File: config.mk
export PLATFORM = sky130hd
export DESIGN_NAME = ps2_kbd_rx
export DESIGN_NICKNAME = d
export VERILOG_FILES = /design/src/rtl/ps2_pkg.sv /design/src/rtl/ps2_filter.sv /design/src/rtl/ps2_kbd_rx.sv
export SDC_FILE = /design/constraint.sdc
export NUM_CORES = 1
export LEC_CHECK = 0
export CAP_MARGIN = 20
export CORE_ASPECT_RATIO = 1.5
export CORE_MARGIN = 5
export CORE_UTILIZATION = 63
export DETAILED_ROUTE_END_ITERATION = 8
export HOLD_SLACK_MARGIN = 0.08
export PLACE_DENSITY = 0.84
export SYNTH_ARGS = -nofsm -noshare
export SYNTH_HDL_FRONTEND = slang
export SYNTH_SLANG_ARGS = --single-unit
export TNS_END_PERCENT = 5
File: constraint.sdc
create_clock -name clk -period 4.8 [get_ports clk]
set_input_delay 0.96 -clock clk [delete_from_list [all_inputs] [get_ports clk]]
set_output_delay 0.96 -clock clk [all_outputs]
set_load 0.005 [all_outputs]
File: src/rtl/ps2_pkg.sv
// Shared definitions for the PS/2 keyboard receiver: FSM states, frame
// layout and the frame validity check.
package ps2_pkg;

    typedef enum logic [1:0] {
        ST_IDLE  = 2'd0,
        ST_RECV  = 2'd1,
        ST_CHECK = 2'd2
    } ps2_state_e;

    // A frame is start, eight data bits LSB first, odd parity, stop.
    localparam int FRAME_LEN  = 11;
    localparam int START_POS  = 0;
    localparam int DATA_LSB   = 1;
    localparam int DATA_MSB   = 8;
    localparam int PARITY_POS = 9;
    localparam int STOP_POS   = 10;

    // Odd parity holds when data plus parity carry an odd number of ones.
    function automatic logic odd_parity_ok(input logic [8:0] bits);
        return ^bits;
    endfunction

    // Start low, stop high, odd parity over data and parity bits.
    function automatic logic frame_good(input logic [FRAME_LEN-1:0] frame);
        return (frame[START_POS] == 1'b0) &&
               (frame[STOP_POS] == 1'b1) &&
               odd_parity_ok(frame[PARITY_POS:DATA_LSB]);
    endfunction

endpackage

File: src/rtl/ps2_filter.sv
// Two-flop synchronizer followed by a level filter that accepts a new level
// only after FILTER_LEN consecutive equal samples, with optional falling
// edge pulse on the filtered level.
module ps2_filter
    import ps2_pkg::*;
#(
    parameter int FILTER_LEN = 8,
    parameter bit EDGE_EN    = 1'b1
) (
    input  logic clk,
    input  logic rst_n,
    input  logic raw,
    output logic sync,
    output logic level,
    output logic fall
);

    localparam int CNT_W = $clog2(FILTER_LEN + 1);

    logic [1:0]       sync_r;
    logic             level_r;
    logic             fall_r;
    logic [CNT_W-1:0] cnt_r;

    // Bring the asynchronous line into the clk domain; bus idles high.
    always_ff @(posedge clk or negedge rst_n) begin
        if (!rst_n) begin
            sync_r <= 2'b11;
        end else begin
            sync_r <= {sync_r[0], raw};
        end
    end

    // Count consecutive samples that disagree with the filtered level and
    // flip the level once the run is long enough; short pulses reset the run.
    always_ff @(posedge clk or negedge rst_n) begin
        if (!rst_n) begin
            level_r <= 1'b1;
            cnt_r   <= {CNT_W{1'b0}};
            fall_r  <= 1'b0;
        end else if (sync_r[1] != level_r) begin
            if (cnt_r == CNT_W'(FILTER_LEN - 1)) begin
                level_r <= sync_r[1];
                cnt_r   <= {CNT_W{1'b0}};
                fall_r  <= EDGE_EN & level_r;
            end else begin
                cnt_r   <= cnt_r + CNT_W'(1);
                fall_r  <= 1'b0;
            end
        end else begin
            cnt_r  <= {CNT_W{1'b0}};
            fall_r <= 1'b0;
        end
    end

    assign sync  = sync_r[1];
    assign level = level_r;
    assign fall  = fall_r;

endmodule

File: src/rtl/ps2_kbd_rx.sv
// PS/2 keyboard receiver: samples data on filtered falling edges of the
// keyboard clock, assembles 11-bit frames, reports good bytes or errors.
module ps2_kbd_rx
    import ps2_pkg::*;
#(
    parameter int FILTER_LEN     = 8,
    parameter int TIMEOUT_CYCLES = 25000
) (
    input  logic       clk,
    input  logic       reset_n_i,
    input  logic       ps2_clk_i,
    input  logic       ps2_data_i,
    output logic [7:0] code_o,
    output logic       strobe_o,
    output logic       err_o
);

    localparam int          TO_W     = $clog2(TIMEOUT_CYCLES + 1);
    localparam logic [3:0]  STOP_CNT = 4'(STOP_POS);

    logic [1:0]           rst_pipe_r;
    logic                 rst_n_s;
    logic                 sample_s;
    logic                 data_sync_s;
    logic                 clk_sync_unused_s;
    logic                 clk_level_unused_s;
    logic                 data_level_unused_s;
    logic                 data_fall_unused_s;
    logic [FRAME_LEN-1:0] frame_shift_s;
    logic                 frame_ok_s;

    ps2_state_e           state_r;
    logic [3:0]           bit_cnt_r;
    logic [FRAME_LEN-1:0] frame_r;
    logic [TO_W-1:0]      to_cnt_r;
    logic [7:0]           code_r;
    logic                 strobe_r;
    logic                 err_r;

    // Assert reset immediately, release it synchronously so every flop
    // downstream leaves reset on the same edge.
    always_ff @(posedge clk or negedge reset_n_i) begin
        if (!reset_n_i) begin
            rst_pipe_r <= 2'b00;
        end else begin
            rst_pipe_r <= {rst_pipe_r[0], 1'b1};
        end
    end

    assign rst_n_s = rst_pipe_r[1];

    ps2_filter #(.FILTER_LEN(FILTER_LEN), .EDGE_EN(1'b1)) u_clk_filt (
        .clk   (clk),
        .rst_n (rst_n_s),
        .raw   (ps2_clk_i),
        .sync  (clk_sync_unused_s),
        .level (clk_level_unused_s),
        .fall  (sample_s)
    );

    // Data is used straight from its synchronizer; its filter is not needed.
    ps2_filter #(.FILTER_LEN(FILTER_LEN), .EDGE_EN(1'b0)) u_data_filt (
        .clk   (clk),
        .rst_n (rst_n_s),
        .raw   (ps2_data_i),
        .sync  (data_sync_s),
        .level (data_level_unused_s),
        .fall  (data_fall_unused_s)
    );

    // New bits enter at the top so the start bit ends up at bit 0.
    assign frame_shift_s = {data_sync_s, frame_r[FRAME_LEN-1:1]};
    assign frame_ok_s    = frame_good(frame_shift_s);

    // Frame FSM; the verdict is taken on the stop-bit event itself so the
    // strobe/error pulse lands during the single CHECK cycle.
    always_ff @(posedge clk or negedge rst_n_s) begin
        if (!rst_n_s) begin
            state_r   <= ST_IDLE;
            bit_cnt_r <= 4'd0;
            frame_r   <= {FRAME_LEN{1'b0}};
            to_cnt_r  <= {TO_W{1'b0}};
            code_r    <= 8'h00;
            strobe_r  <= 1'b0;
            err_r     <= 1'b0;
        end else begin
            strobe_r <= 1'b0;
            err_r    <= 1'b0;
            case (state_r)
                ST_IDLE: begin
                    to_cnt_r <= {TO_W{1'b0}};
                    if (sample_s && !data_sync_s) begin
                        state_r   <= ST_RECV;
                        bit_cnt_r <= 4'd1;
                        frame_r   <= frame_shift_s;
                    end else begin
                        bit_cnt_r <= 4'd0;
                    end
                end
                ST_RECV: begin
                    if (sample_s) begin
                        frame_r  <= frame_shift_s;
                        to_cnt_r <= {TO_W{1'b0}};
                        if (bit_cnt_r == STOP_CNT) begin
                            state_r   <= ST_CHECK;
                            bit_cnt_r <= 4'd0;
                            if (frame_ok_s) begin
                                strobe_r <= 1'b1;
                                code_r   <= frame_shift_s[DATA_MSB:DATA_LSB];
                            end else begin
                                err_r    <= 1'b1;
                            end
                        end else begin
                            bit_cnt_r <= bit_cnt_r + 4'd1;
                        end
                    end else if (to_cnt_r == TO_W'(TIMEOUT_CYCLES - 1)) begin
                        // Counter is about to reach TIMEOUT_CYCLES: abandon frame.
                        err_r     <= 1'b1;
                        state_r   <= ST_IDLE;
                        bit_cnt_r <= 4'd0;
                        to_cnt_r  <= {TO_W{1'b0}};
                        frame_r   <= {FRAME_LEN{1'b0}};
                    end else begin
                        to_cnt_r <= to_cnt_r + TO_W'(1);
                    end
                end
                ST_CHECK: begin
                    state_r  <= ST_IDLE;
                    to_cnt_r <= {TO_W{1'b0}};
                end
                default: begin
                    state_r   <= ST_IDLE;
                    bit_cnt_r <= 4'd0;
                    to_cnt_r  <= {TO_W{1'b0}};
                end
            endcase
        end
    end

    assign code_o   = code_r;
    assign strobe_o = strobe_r;
    assign err_o    = err_r;

endmodule

Yosys cells after proc, flatten, opt, wreduce, memory -nomap -nowiden. Cells that the tools add are included.

Register bits after elaboration: 54. Bits in latches: 0. Memory bits (writable): 0. Memory bits (read-only): 0. Input port bits: 4. Output and inout bits: 10. Logic and storage cells: 69. Memories: 0.

Add/sub/neg operators: 3. Multipliers: 0. Divide/modulo/power cells: 0. $lt $le $gt $ge: 0. Eq/ne operators: 9. Shift-type cells: 0. Mux-type cells: 30. Bitwise logic cells: 2. Reductions and logical operators: 12.

Operators with widths (count): $mux 15 (3); $mux 11 (3); $pmux 11 s2 (1); $mux 4 (5); $add 15x1->15 const B (1); $eq 15x15->1 const B (1); $mux 1 (12); $pmux 4 s3 (1); $reduce_xor 9->1 (1); $add 4x1->4 const B (2); $mux 2 (4); $reduce_and 3->1 (2); $eq 4x3->1 const B (1); $eq 4x4->1 const B (1); $pmux 2 s2 (1); $reduce_and 2->1 (2); $reduce_and 4->1 (1); $logic_and 1x1->1 (3); $ne 3x2->1 const B (1); $ne 3x3->1 const B (1); $eq 2x1->1 const B (1); $eq 2x2->1 const B (1); $logic_not 2->1 (1); $ne 2x2->1 const B (1); 4 further kinds (5).

Depth between registers and ports, before layout. Gate-level depths: netlist of the first run.

Word-level depth: 7. Mapped depth: 6. Mapped depth without buffers: 6.

Modules after synthesis. Synthesis of the first run repeated with hierarchy kept, for this count alone.

Cell total of the unflattened synthesis: 227. Area total of the unflattened synthesis: 2656.3 µm².

Modules (own cells, without submodules): ps2_kbd_rx (times used 1, cells each 184, area an instance 2052.0 µm², sequential area each 1076.0 µm²); ps2_filter (u_clk_filt) (times used 1, cells each 21, area an instance 321.6 µm², sequential area each 203.9 µm²); ps2_filter (u_data_filt) (times used 1, cells each 22, area an instance 282.8 µm², sequential area each 178.9 µm²).

Worst setup path before layout of the first run. OpenSTA, ideal clock, no wires.

Path type: flip-flop to flip-flop. Start: register to_cnt_r[10]. End: register frame_r[10]. Setup time: 125 ps. Arrival: 2190 ps. Data required time: 4675 ps. Path slack: 2484 ps. Cell stages (with the launch flop): 6. Buffers on the path: 1. Clock period less this slack: 2316 ps. Path through: dfrtp_1 > or4_1 > or4_4 > a211oi_2 > buf_6 > mux2_4.

Cells in the longest elaborated chain, start to end: 3.

Ends and longest elaborated chain: start: declaration (RTL line ps2_kbd_rx.sv:35) `logic [TO_W-1:0] to_cnt_r;`; start signal: assignment (RTL line ps2_kbd_rx.sv:82) `to_cnt_r <= {TO_W{1'b0}};`; start signal: assignment (RTL line ps2_kbd_rx.sv:91) `to_cnt_r <= {TO_W{1'b0}};`; start signal: assignment (RTL line ps2_kbd_rx.sv:103) `to_cnt_r <= {TO_W{1'b0}};`; $eq 15x15->1 (RTL line ps2_kbd_rx.sv:116) `end else if (to_cnt_r == TO_W'(TIMEOUT_CYCLES - 1)) begin`; $ne 3x2->1 (no line); $reduce_and 3->1 (no line); end signal: assignment (RTL line ps2_kbd_rx.sv:95) `frame_r <= frame_shift_s;`; end signal: assignment (RTL line ps2_kbd_rx.sv:102) `frame_r <= frame_shift_s;`; end signal: assignment (RTL line ps2_kbd_rx.sv:122) `frame_r <= {FRAME_LEN{1'b0}};`; end: declaration (RTL line ps2_kbd_rx.sv:34) `logic [FRAME_LEN-1:0] frame_r;`.

Every way passes these cells. A chain may end at the register's enable or synchronous reset.

Final worst setup path of the first run.
Start: register to_cnt_r[0]. End: register frame_r[1].

Same word-level chain as after synthesis.

==> results of run 1 <==
## power breakdown
group	internal, mW	total [mW]	leakage (nW)	switching (mW)
logic	0.0262	0.0522	0.371	0.0260
registers	0.467	0.482	0.715	0.0145
clock network	0.101	0.236	0.0450	0.135
## through the flow
step / utilization / hold slack, ps / setup WS [ps] / area (um2)
after CTS: 0.718 / 358 / 1830 / 2650
after global routing: 0.724 / 110 / 1710 / 2670
final: 0.724 / 99.0 / 1810 / 2670
after global placement: 0.696 / 336 / 1950 / 2560
after detailed placement: 0.696 / 337 / 1880 / 2560
after floorplan: - / 331 / 2480 / 2400
## final cells by class
type	count	share of cell area
Inverter	12	0.0169
Timing Repair Buffer	14	0.0563
Clock buffer	6	0.0272
Tap cell	43	0.0202
Sequential cell	53	0.500
Clock inverter	2	0.00376
Multi-Input combinational cell	135	0.375
## cell usage in the layout (no fill, tap or decap), types with 5 or more instances in the layout
master / instances
inv_1: 12
nand2_1: 12
clkbuf_8: 5
dfrtp_1: 47
nand3_1: 9
a21oi_1: 5
clkdlybuf4s50_1: 13
nor2_1: 23
mux2_4: 5
dfstp_2: 5
mux2_2: 10
xnor2_1: 14
mux2i_1: 6
## critical path: cells and delay by family (launching register included)
kind | cells | cell delay (ps)
flip-flops | 1 | 400
AO/OA/AOI/OAI | 1 | 920
adder cells (fa/ha/maj) | 1 | 280
AND/OR/NAND/NOR | 2 | 910
multiplexers | 1 | 360
## sequential cells by signal (all words and copies together), names as in the netlist, 2 cells and up
| name | flops |
|---|---|
| u_clk_filt.sync_r | 2 |
| code_o | 8 |
| frame_r | 10 |
| rst_pipe_r | 2 |
| to_cnt_r | 15 |
| u_data_filt.sync_r | 2 |
| bit_cnt_r | 4 |
| state_r | 2 |
| u_clk_filt.cnt_r | 4 |
## worst min path at each step
| stage | from | cells after the start | to |
|---|---|---|---|
| 2_1_floorplan | rst_pipe_r[0] | 0 | rst_pipe_r[1] |
| 6_report | rst_pipe_r[1] | 0 | to_cnt_r[3] |
| 3_5_place_dp | rst_pipe_r[0] | 0 | rst_pipe_r[1] |
| 5_1_grt | rst_pipe_r[1] | 0 | to_cnt_r[2] |
| 4_1_cts | rst_pipe_r[0] | 0 | rst_pipe_r[1] |
| 3_3_place_gp | rst_pipe_r[0] | 0 | rst_pipe_r[1] |
## cells by family after synthesis
kind of cell / synth area share
compound gates: 0.0375
xor+xnor: 0.0813
fa+ha+maj: 0.0208
buf+inv: 0.0287
flops: 0.555
mux: 0.103
other cells: 0.00156
simple gates: 0.172
## layer usage
layer,GRT usage,up-vias
met3,0.0361,10
met4,0.0827,0
met2,0.328,33
li1,-,733
met1,0.196,766
met5,0,-
==> metrics.csv, run 1 <==
stage,metric,value,unit
setup_path,cp_cell_sequence,ha_1 -> or4bb_1 -> or4_4 -> a211oi_2 -> mux2_4,
detailed_routing,wire_per_inst,15.7,um
timing,clock_skew,5.49,ps
detailed_routing,totalWireLength,4160,um
layout,drive_gt1_frac,0.153,
clocking,clk_pin_slew_worst_paths,90,ps
floorplanning,die_h,85.6,um
detailed_routing,drtIter0Drc,37,
grt,antenna_found_initial,0,
setup_path,crit_type,reg2reg,
yosys,ys_seq_area_frac,0.555,
run_status,status,completed,
yosys,yosysWarningCount,0,
layout,regArea,0.00133,mm2
pwr,power,0.770,mW
setup_path,ff2ff_setup_slack,1810,ps
timing,finalHoldViolCount,0,
grt,grtUsageTotal,0.182,
timing,fin_crit,2990,ps
worst_hold_path,worstHoldPathType,reg2async,
floorplanning,start_util,0.652,
setup_path,cp.arrival,3180,ps
placed_design,io_buffers,13,
yosys,synth_most_common_cell,dfrtp_1,
yosys,avgSynthCellArea,11.8,um2
floorplanning,core_area,0.00368,mm2
pwr,power_density,289,mW/mm2
grt,grt_overflow,0,
floorplanning,io_pins,14,
yosys,synth_seq_cells,53,
yosys,syn_inst,204,
detailed_routing,highest_layer,met4,
clocking,postCtsHoldBufs,0,
clocking,h-tree-depth,2,
yosys,ys.flop_type,dfrtp_1,
setup_path,worst_setup_path_start_kind,register,
setup_path,crit_path_end_kind,register,
detailed_routing,viasPerCell,5.82,
setup_path,crit_slowest_cell,a211oi_2,
yosys,synth_commonest_cells,"dfrtp_1 (48), nor2_1 (23), xnor2_1 (14)",
detailed_routing,routedLengthMet1,1640,um
placed_design,dp_hpwl,2940,um
detailed_routing,vias,1542,
run,max_cap_viol_count,0,
yosys,syn_area,0.00240,mm2
timing,maxSlewViolCount,0,
clocking,clockBufferDepth,2,
layout,nNetsFinal,229,
detailed_routing,wl_met3,128,um
setup_path,r2r-end,frame_r[1],
yosys,ys_types,43,
grt,grt_pass1_wl,7110,um
floorplanning,row_count,27,
layout,area_delta_synth_final,11.0,%
layout,finalNonFillerCells,265,
clocking,root_buffer,clkbuf_8,
yosys,synth-edff-count,0,
timing,fmax,0.335,GHz
floorplanning,dieArea,0.00517,mm2
detailed_routing,ant_nets,0,
yosys,synthArstFlopShare,1.00,
clocking,cts.sinks,53,
detailed_routing,first_pass_iters,4,
setup_path,cp_slowest_stage_delay,920,ps
setup_path,r2r_cells,5,
detailed_routing,route.detailed.drc,0,
floorplanning,chipWidth,60.4,um
yosys,synth_top_area_frac,0.500,
placed_design,gp_congestion,0.847,
layout,fillCellCount,251,
setup_path,cp-endpoint,frame_r[1],
timing,finalCritPeriodShare,0.623,
yosys,netlist_top_cells_area,"dfrtp_1 (50%), dfstp_2 (5.5%), xnor2_1 (5.1%)",
pwr,leakage,1.13,nW
detailed_routing,met2_length,2310,um
layout,diodes,0,
setup_path,cp.required,4990,ps
timing,slew_headroom,0.282,
setup_path,critPathMaxFanout,10,
grt,grt_max_degree,52,
timing,finalSetupTns,0,ps
layout,multiInputGateArea,1000,um2
yosys,syn_nets,212,
grt,grt_pass1_vias,1622,
clocking,postCtsSetupRepairBufs,0,
timing,tightest_slew,1070,ps
pwr,vdd_drop_max,0.000252,V
setup_path,startpoint,to_cnt_r[0],
setup_path,rr_startpoint,to_cnt_r[0],
placed_design,dp_cells,256,
clocking,cts_tree,yes,
clocking,clk_latency,300,ps
clocking,ctsResizeCount,0,
timing,rsz0062_at_grt,false,
yosys,synth_area_leader_cell,dfrtp_1,
clocking,cts_buffers,5,
timing,setup_viol,0,
Note: power is estimated with default switching activity, not from simulation.
==> run 2, diff against run 1 <==
--- a/config.mk
+++ b/config.mk
@@ -8,10 +8,10 @@
 export CAP_MARGIN = 20
 export CORE_ASPECT_RATIO = 1.5
 export CORE_MARGIN = 5
-export CORE_UTILIZATION = 63
+export CORE_UTILIZATION = 53
 export DETAILED_ROUTE_END_ITERATION = 8
 export HOLD_SLACK_MARGIN = 0.08
-export PLACE_DENSITY = 0.84
+export PLACE_DENSITY = 0.75
 export SYNTH_ARGS = -nofsm -noshare
 export SYNTH_HDL_FRONTEND = slang
 export SYNTH_SLANG_ARGS = --single-unit
==> constraint.sdc (replaced) <==
create_clock -name clk -period 2.5 [get_ports clk]
set_input_delay 0.5 -clock clk [delete_from_list [all_inputs] [get_ports clk]]
set_output_delay 0.5 -clock clk [all_outputs]
set_load 0.005 [all_outputs]
==> metrics.csv, run 2 (same netlist as run 1, synthesis figures left out) <==
stage,metric,value,unit,change
placed_design,dp_hpwl,2820,um,-4.2%
grt,grt_overflow,0,,unchanged
detailed_routing,wire_per_inst,14.1,um,-10%
detailed_routing,viasPerCell,5.48,,-5.8%
floorplanning,die_h,92.4,um,+8.0%
timing,finalHoldViolCount,0,,unchanged
setup_path,startpoint,to_cnt_r[9],,
layout,diodes,0,,unchanged
setup_path,crit_type,reg2reg,,
timing,rsz0062_at_grt,false,,
floorplanning,dieArea,0.00600,mm2,+16%
detailed_routing,first_pass_iters,4,,unchanged
run_status,status,completed,,
grt,grtUsageTotal,0.156,,-0.0261
clocking,root_buffer,clkbuf_8,,
worst_hold_path,worstHoldPathType,reg2async,,
timing,maxSlewViolCount,0,,unchanged
detailed_routing,drtIter0Drc,55,,+49%
setup_path,rr_startpoint,to_cnt_r[9],,
detailed_routing,ant_nets,0,,unchanged
setup_path,cp-endpoint,frame_r[1],,
layout,drive_gt1_frac,0.180,,+0.0267
timing,tightest_slew,521,ps,-553 ps
clocking,clk_pin_slew_worst_paths,90,ps,about the same
layout,nNetsFinal,235,,+2.6%
clocking,cts_tree,yes,,
layout,regArea,0.00133,mm2,unchanged
clocking,h-tree-depth,2,,unchanged
pwr,power_density,554,mW/mm2,+92%
timing,finalCritPeriodShare,0.953,,+0.330
clocking,postCtsSetupRepairBufs,0,,unchanged
grt,grt_pass1_wl,7270,um,+2.1%
layout,fillCellCount,359,,+43%
timing,clock_skew,8.60,ps,+3.11 ps
pwr,leakage,1.17,nW,+3.0%
layout,multiInputGateArea,1000,um2,unchanged
detailed_routing,route.detailed.drc,0,,unchanged
run,max_cap_viol_count,0,,unchanged
timing,slew_headroom,0.653,,+0.370
setup_path,r2r_cells,5,,unchanged
layout,area_delta_synth_final,13.7,%,
detailed_routing,totalWireLength,3900,um,-6.2%
setup_path,cp.arrival,2580,ps,-600 ps
floorplanning,core_area,0.00447,mm2,+21%
clocking,clockBufferDepth,2,,unchanged
clocking,cts_buffers,5,,unchanged
clocking,postCtsHoldBufs,0,,unchanged
detailed_routing,vias,1513,,-1.9%
floorplanning,chipWidth,65.0,um,+7.5%
layout,largest_reg_flops,15,,unchanged
placed_design,io_buffers,13,,unchanged
grt,grt_max_degree,44,,-15%
placed_design,dpl_cell_area,0.00263,mm2,+2.8%
clocking,clk_latency,310,ps,about the same
grt,antenna_found_initial,0,,unchanged
floorplanning,row_count,30,,+11%
clocking,ctsResizeCount,0,,unchanged
timing,setup_viol,0,,unchanged
floorplanning,start_util,0.538,,-0.115
layout,layout_common_cells,"dfrtp_1 (47), nor2_1 (23), xnor2_1 (14), clkdlybuf4s50_1 (13)",,
grt,grt_pass1_vias,1610,,-0.74%
timing,fmax,0.420,GHz,+25%
layout,final_common_cell,dfrtp_1,,
pwr,vdd_drop_max,0.000375,V,+49%
clocking,cts.sinks,53,,unchanged
setup_path,r2r-end,frame_r[1],,
timing,fin_crit,2380,ps,-607 ps
timing,finalSetupTns,0,ps,unchanged
setup_path,worst_setup_path_start_kind,register,,
setup_path,cp.required,2700,ps,-2290 ps
setup_path,critPathMaxFanout,10,,unchanged
layout,stdcell_area,0.00273,mm2,+2.4%
setup_path,crit_path_end_kind,register,,
placed_design,gp_congestion,0.794,,-6.2%
layout,regMostFlops,to_cnt_r,,
setup_path,ff2ff_setup_slack,120,ps,-1690 ps
floorplanning,io_pins,14,,unchanged
[run 2: cell count changes in the layout (fill, tap and decap cells not counted)]
cell / previous run / this run
clkinv_2: 2 / 1
buf_4: 0 / 6
clkinv_4: 0 / 1
clkbuf_8: 5 / 6
clkbuf_1: 1 / 0
[run 2: layout make-up]
type	instances	area share
Sequential cell	53	0.489
Multi-Input combinational cell	135	0.366
Timing Repair Buffer	20	0.0715
Clock buffer	6	0.0302
Tap cell	48	0.0220
Inverter	12	0.0165
Clock inverter	2	0.00504
[run 2: where the power goes]
| part | leakage, nW | internal, mW | switching [mW] |
|---|---|---|---|
| clock | 0.0512 | 0.225 | 0.267 |
| sequential | 0.715 | 0.897 | 0.0262 |
| combinational | 0.399 | 0.0497 | 0.0486 |
[run 2: per-stage QoR]
step	instances	utilization	total power [mW]	setup slack [ps]	hold slack, ps
after CTS	276	0.611	1.54	103	105
after detailed placement	268	0.590	1.04	107	103
after global routing	276	0.611	1.60	69.3	121
after global placement	268	0.590	1.04	136	103
after floorplan	204	-	1.01	184	204
final	276	0.611	1.51	118	98.8
[run 2: layer usage]
metal  share of wire  track usage  routed length [um]  vias to the layer above
met3           0.027       0.0376                 105                        8
met1            0.42        0.178                1630                      741
met5               0            0                   0                        -
met2            0.53        0.266                2070                       21
met4           0.023       0.0776                  90                        0
li1                -            -                   -                      743
[run 2: how the worst min path moves through the flow]
stage                       start             endpoint  slack, ps
global placement    rst_pipe_r[1]  u_clk_filt.cnt_r[0]        100
global route        rst_pipe_r[1]  u_clk_filt.cnt_r[0]        120
finish              rst_pipe_r[1]  u_clk_filt.cnt_r[1]        100
CTS                 rst_pipe_r[1]  u_clk_filt.cnt_r[0]        100
floorplan               reset_n_i        rst_pipe_r[0]        200
detailed placement  rst_pipe_r[1]  u_clk_filt.cnt_r[0]        100
[run 2: worst max-delay path: stages, from the launching register on]
cell      delay, ps
dfrtp_1         410
or4_1           510
or4_4           570
a211oi_2        320
buf_12          180
mux2_4          300
